===== src/rtl/hamming_pkg.sv =====
// Sizing and bit-position helpers shared by the Hamming decoder and its syndrome block.
package hamming_pkg;

  function automatic int hamming_n(input int p);
    return (1 << p) - 1;
  endfunction

  function automatic int hamming_k(input int p);
    return (1 << p) - p - 1;
  endfunction

  function automatic bit is_pow2(input int x);
    return (x > 0) && ((x & (x - 1)) == 0);
  endfunction

  // 1-based codeword position of data bit k; data bits fill non-power-of-two slots in order.
  function automatic int data_pos(input int p, input int k);
    int cnt;
    cnt = 0;
    for (int pos = 1; pos <= hamming_n(p); pos++) begin
      if (!is_pow2(pos)) begin
        if (cnt == k) return pos;
        cnt++;
      end
    end
    return 0;
  endfunction

endpackage


===== src/rtl/hamming_syndrome.sv =====
// Combinational syndrome: bit j is the parity of every received position whose 1-based index has bit j set.
module hamming_syndrome
  import hamming_pkg::*;
#(
  parameter int P = 3
) (
  input  logic [hamming_n(P)-1:0] rx_msg,
  output logic [P-1:0]            syndrome
);

  localparam int N = hamming_n(P);

  always_comb begin
    syndrome = '0;
    for (int i = 0; i < N; i++) begin
      for (int j = 0; j < P; j++) begin
        if ((((i + 1) >> j) & 1) == 1) syndrome[j] = syndrome[j] ^ rx_msg[i];
      end
    end
  end

endmodule


===== src/rtl/hamming74_decoder.sv =====
// Single-error-correcting Hamming decoder, one word per cycle, 1-cycle registered latency, no backpressure.
// Define HAMMING_ERR_STATUS_EN to expose the registered syndrome and a corrected flag.
module hamming74_decoder
  import hamming_pkg::*;
#(
  parameter int P = 3
) (
  input  logic                    clk,
  input  logic                    rst_n,
  input  logic                    in_valid,
  input  logic [hamming_n(P)-1:0] rx_msg,
`ifdef HAMMING_ERR_STATUS_EN
  output logic [P-1:0]            syndrome,
  output logic                    corrected,
`endif
  output logic                    out_valid,
  output logic [hamming_k(P)-1:0] ec_msg
);

  localparam int N = hamming_n(P);
  localparam int K = hamming_k(P);

  logic [P-1:0] syn_c;
  logic [N-1:0] fixed_c;
  logic [K-1:0] data_c;

  logic [K-1:0] ec_msg_q, ec_msg_d;
  logic         out_valid_q, out_valid_d;

  hamming_syndrome #(.P(P)) u_syndrome (
    .rx_msg   (rx_msg),
    .syndrome (syn_c)
  );

  // A nonzero syndrome names the 1-based position to invert; zero matches no position.
  always_comb begin
    fixed_c = rx_msg;
    for (int i = 0; i < N; i++) begin
      if (syn_c == P'(i + 1)) fixed_c[i] = ~rx_msg[i];
    end
  end

  for (genvar k = 0; k < K; k++) begin : g_extract
    assign data_c[k] = fixed_c[data_pos(P, k) - 1];
  end

  always_comb begin
    ec_msg_d    = ec_msg_q;
    out_valid_d = in_valid;
    if (in_valid) ec_msg_d = data_c;
  end

  always_ff @(posedge clk) begin
    if (!rst_n) begin
      ec_msg_q    <= '0;
      out_valid_q <= 1'b0;
    end else begin
      ec_msg_q    <= ec_msg_d;
      out_valid_q <= out_valid_d;
    end
  end

  assign ec_msg    = ec_msg_q;
  assign out_valid = out_valid_q;

`ifdef HAMMING_ERR_STATUS_EN
  logic [P-1:0] syndrome_q, syndrome_d;
  logic         corrected_q, corrected_d;

  always_comb begin
    syndrome_d  = syndrome_q;
    corrected_d = corrected_q;
    if (in_valid) begin
      syndrome_d  = syn_c;
      corrected_d = (syn_c != '0);
    end
  end

  always_ff @(posedge clk) begin
    if (!rst_n) begin
      syndrome_q  <= '0;
      corrected_q <= 1'b0;
    end else begin
      syndrome_q  <= syndrome_d;
      corrected_q <= corrected_d;
    end
  end

  assign syndrome  = syndrome_q;
  assign corrected = corrected_q;
`endif

endmodule


===== config.mk =====
export PLATFORM = sky130hd
export DESIGN_NAME = hamming74_decoder
export DESIGN_NICKNAME = d
export VERILOG_FILES = /design/src/rtl/hamming_pkg.sv /design/src/rtl/hamming_syndrome.sv /design/src/rtl/hamming74_decoder.sv
export SDC_FILE = /design/constraint.sdc
export NUM_CORES = 1
export LEC_CHECK = 0
export CELL_PAD_IN_SITES_DETAIL_PLACEMENT = 0
export CELL_PAD_IN_SITES_GLOBAL_PLACEMENT = 1
export CORE_UTILIZATION = 29
export DETAILED_ROUTE_END_ITERATION = 8
export GPL_ROUTABILITY_DRIVEN = 1
export HOLD_SLACK_MARGIN = 0.03
export PLACE_DENSITY = 0.73
export SYNTH_ARGS = -nofsm -noshare
export SYNTH_HDL_FRONTEND = slang
export SYNTH_SLANG_ARGS = --single-unit

===== constraint.sdc =====
create_clock -name clk -period 1.8 [get_ports clk]
set_input_delay 0.45 -clock clk [delete_from_list [all_inputs] [get_ports clk]]
set_output_delay 0.45 -clock clk [all_outputs]
set_load 0.05 [all_outputs]

## Yosys cells after proc, flatten, opt, wreduce, memory -nomap -nowiden

Index checks and enable logic that the tools add are counted.

- Bits in registers: 5
- Bits in read-only memories: 0
- Memories kept: 0
- Word-level logic and storage cells: 23
- Memory bits (writable): 0
- Latch bits: 0

- Multiplexer cells: 4
- Div/mod/pow operators: 0
- Order comparisons: 0
- $mul: 0
- Shift operators: 0
- Bitwise logic cells: 13
- Reductions and logical operators: 0
- Equal/unequal tests: 4
- Add/sub/neg operators: 0

Operators with widths:

| cell | count |
|---|---|
| equality test 3 bit, second input constant | 3 |
| bitwise XOR 1 bit | 9 |
| two-way mux 1 bit | 4 |
| inverter 1 bit | 4 |
| equality test 3 x 2 -> 1 bit, second input constant | 1 |

## Longest topological paths before layout

- Word-level depth: 5
- Mapped depth: 5
- Gate-level depth less buffers: 4

## Hierarchy

From an unflattened synthesis, not the netlist that was laid out.

- Cells, all modules: 31
- Area total of the unflattened synthesis: 282.8 um^2

Modules (own cells, without submodules):

| module | cells each | sequential area each (um^2) | times used | area each (um^2) |
|---|---|---|---|---|
| hamming74_decoder | 23 | 100.1 | 1 | 212.7 |
| hamming_syndrome | 8 | 0.0 | 1 | 70.1 |

## Least setup slack after synthesis

Ideal clock, no wire load.

- Path kind: input port to flip-flop
- From: input port rx_msg[5]
- To: register ec_msg_q[0], in the netlist ec_msg[0]
- Buffers on the path: 1
- Required time: 1.672 ns
- Cell stages on the path: 5
- Data arrival time: 1.480 ns
- Path slack: 0.192 ns
- Cell sequence: clkbuf_2 xnor3_2 xnor2_4 a211oi_1 a211oi_2

- Longest elaborated chain between the ends: 4
- Elaborated cells on any way between the ends: 6
- Those cells by class: 1 x eq/ne; 1 x mux; 4 x bitwise

RTL lines:

| item | line | RTL |
|---|---|---|
| start, declared | hamming74_decoder.sv:11 | `input logic [hamming_n(P)-1:0] rx_msg,` |
| bitwise XOR 1 bit (2 in a row) | hamming_syndrome.sv:17 | `if ((((i + 1) >> j) & 1) == 1) syndrome[j] = syndrome[j] ^ rx_msg[i];` |
| equality test 3 x 2 -> 1 bit * | hamming74_decoder.sv:39 | `if (syn_c == P'(i + 1)) fixed_c[i] = ~rx_msg[i];` |
| two-way mux 1 bit * | hamming74_decoder.sv:39 |  |
| end signal, assigned | hamming74_decoder.sv:58 | `ec_msg_q <= ec_msg_d;` |
| end, declared | hamming74_decoder.sv:27 | `logic [K-1:0] ec_msg_q, ec_msg_d;` |

Mark *: on every way between the ends. The rest lies on a longest branch, timed or not.
A chain may end at the register's enable or synchronous reset.

## Final worst setup path

- From: input port rx_msg[5]
- To: register ec_msg_q[2], in the netlist ec_msg[2]

- Longest elaborated chain between the ends: 4
- Elaborated cells on any way between the ends: 7
- Those cells by class: 1 x eq/ne; 1 x mux; 5 x bitwise

RTL lines:

| item | line |
|---|---|
| bitwise XOR 1 bit (2 in a row) | hamming_syndrome.sv:17 |
| equality test 3 bit | hamming74_decoder.sv:39 |
| two-way mux 1 bit * | hamming74_decoder.sv:39 |

Marks and branches as above.

==> run summary <==
simple-gate share of the synthesized area = 16.35%
Final Slew Violations = 0
antenna viol nets, final = 0
WL/cell = 13.54 microns
Post-DP Area = 579.3 sq um
Synth Area in XOR/XNOR = 26.10%
FF-to-FF End = ec_msg[1]
CP Capture Type = register
DR iter-0 viols = 5
setup tns final = 0 ns
TritonRoute pass-1 iters = 4
Final period util = 96.06%
Power Density = 721.5 nW/um^2
unrepaired setup endpoints after global routing = no
DR DRC count = 0
Final Instance Area = 625.6 sq um
largest net degree at the start of global routing = 13
Hold WC Path Type = reg -> reg
crit-path cells = clkdlybuf4s50_1, xnor3_2, xnor2_4, o2111a_1, a211oi_2
TritonCTS buffer count = 3
initial antenna violation count = 0
post-synthesis register bit count = 5
vias in the first global route = 377
die area = 1524 sq um
mapped cell area = 397.9 sq um
GP Congestion = 0.6464
reg2reg setup slack = 1.13 ns
Max Fclk = 0.5784 GHz
Mapped Nets = 52
Port Buffers = 14
VDD IR max = 0.2905 mV
hold depth = 2
Req. time, crit path = 1.93 ns
Max Buffers Root-to-Sink = 2
first-pass GRT wire length = 1.573 mm
total grt overflow = 0
R2R Path Start = ec_msg[1]
Final Critical Period = 1.729 ns
synth warn = 0
synthesis-to-finish area growth = 57.23%
DR vias/cell = 5.115
Root Buffer = clkbuf_4
slowest cell delay on critical path = 0.54 ns
Syn Inst Count = 42
Pleak = 0.2641 nW
n_diodes = 0
final core occ = 52.74%
DIE WIDTH = 39.04 microns
Hold Path Origin = ec_msg[3]
mux contribution to synthesized area = 0%
commonest non-fill, non-tap cell in the layout = buf_4
commonest non-fill, non-tap cells in the layout = 11 x buf_4, 8 x clkdlybuf4s50_1, 5 x dfxtp_1
WS Path Type = in -> reg
clock skew after layout = 0 ns
row cnt = 12
gr usage total = 16.75%
dpl hpwl = 766.4 microns
H-tree Lvls = 1
hold_buf cts = 0
Synth Area in Compound Gates = 30.19%
final net count = 75
Vert. Die Dim = 39.04 microns
Skew-Pair Late Insertion Delay = 0.25 ns
Worst EP arrival = 1.86 ns
relative slew slack = 78.91%
final WL = 1.056 mm
crit-path max FO = 6
worst slew pin tran = 0.3154 ns
final hold vios = 0
Distinct cells, synth = 21
# IOs = 15
final setup vio count = 0
CTS sink count = 5
worst reg2reg path depth = 2
Seq/Total Area, Yosys = 25.16%
critical-path cell with the highest stage delay = clkdlybuf4s50_1
clk slew on worst S/H paths = 0.05 ns
status = finished, final reports clean
share of cells above drive strength 1 = 35.94%
CTS tree = yes
Starting Density = 33.54%
Core Box Area = 1186 sq um
largest family of logic cells by synthesized area = compound AO/OA/AOI/OAI gates
Avg Cell Area, Syn = 9.473 sq um
CP Launch Type = input pin
adder-cell area share of the yosys netlist = 0%
hold endpoint = ec_msg[3]
number of max-cap violations = 0
Vias = 399
[flip-flops by register name, indices dropped and copies added (netlist names)]
| register | count |
|---|---|
| ec_msg | 4 |
| out_valid | 1 |
[power breakdown]
| group | switching (mW) | internal [mW] | total, mW | leakage, nW |
|---|---|---|---|---|
| clock | 0.0568 | 0.0845 | 0.141 | 0.0150 |
| sequential | 0.00454 | 0.120 | 0.125 | 0.0416 |
| combinational | 0.101 | 0.0842 | 0.185 | 0.207 |
[cells by family after synthesis]
kind of cell | Yosys count
AOI/OAI and AO/OA | 15
and+or+nand+nor | 12
xor gates and xnor gates | 8
DFF | 5
buffers and inverters | 2
[layer usage]
layer / vias up / share of wire [%] / track usage, %
li1: 200 / - / -
met1: 183 / 42 / 17.77
met2: 12 / 51 / 25.83
met3: 4 / 3.9 / 5.202
met4: 0 / 3.1 / 15.52
met5: - / 0 / 0
[layout make-up]
type,count,area (sq um)
Clock buffer,4,26.28
Fill cell,105,560.5
Multi-Input combinational cell,35,306.5
Sequential cell,5,100.1
Tap cell,14,17.52
Timing Repair Buffer,20,175.2
[stage by stage]
| stage | std cells | hold slack, ns | worst slack [ns] | total power [mW] |
|---|---|---|---|---|
| floorplan | 42 | 0.5773 | 0.1919 | 0.2398 |
| global placement | 74 | 0.5328 | -0.2413 | 0.3011 |
| detailed placement | 74 | 0.5389 | -0.2687 | 0.3053 |
| CTS | 78 | 0.5566 | 0.002800 | 0.4509 |
| global route | 78 | 0.5927 | 0.001157 | 0.4775 |
| finish | 78 | 0.5550 | 0.07101 | 0.4513 |
[synth_stat cells (all sizes together)]
master	count	share of area, %
o21ai	6	7.5
dfxtp	5	25
nand2	1	0.94
a31oi	1	1.6
nand3	3	3.8
nor2b	2	3.1
xnor2	4	14
a21o	2	4.1
and2b	1	1.9
clkbuf	2	2.2
and2	1	1.6
xnor3	1	6.0
o2111a	2	5.7
a211oi	4	11
xor2	3	6.6
nor3	4	5.0
[worst max path at each step]
stage,start,end,slack (ns),depth (start not counted)
2_1_floorplan,rx_msg[5],ec_msg[0],0.19,5
3_3_place_gp,rx_msg[4],ec_msg[0],-0.24,5
3_5_place_dp,rx_msg[5],ec_msg[0],-0.27,5
4_1_cts,rx_msg[5],ec_msg[0],0.003,5
5_1_grt,rx_msg[2],ec_msg[1],0.001,5
6_report,rx_msg[5],ec_msg[2],0.07,5
[timing repair]
action / CTS / global route
setup buffers: 0 / 0
endpoints found under the hold margin: 0 / 0
resized for setup: 0 / 4
endpoints found under the setup margin: 0 / 4
[worst max-delay path, delay by kind of cell]
family / cells / cell delay (ns)
compound gates: 2 / 0.29
buf+inv: 1 / 0.54
xor+xnor: 2 / 0.58
No activity file was read; power rests on OpenSTA's default activity.
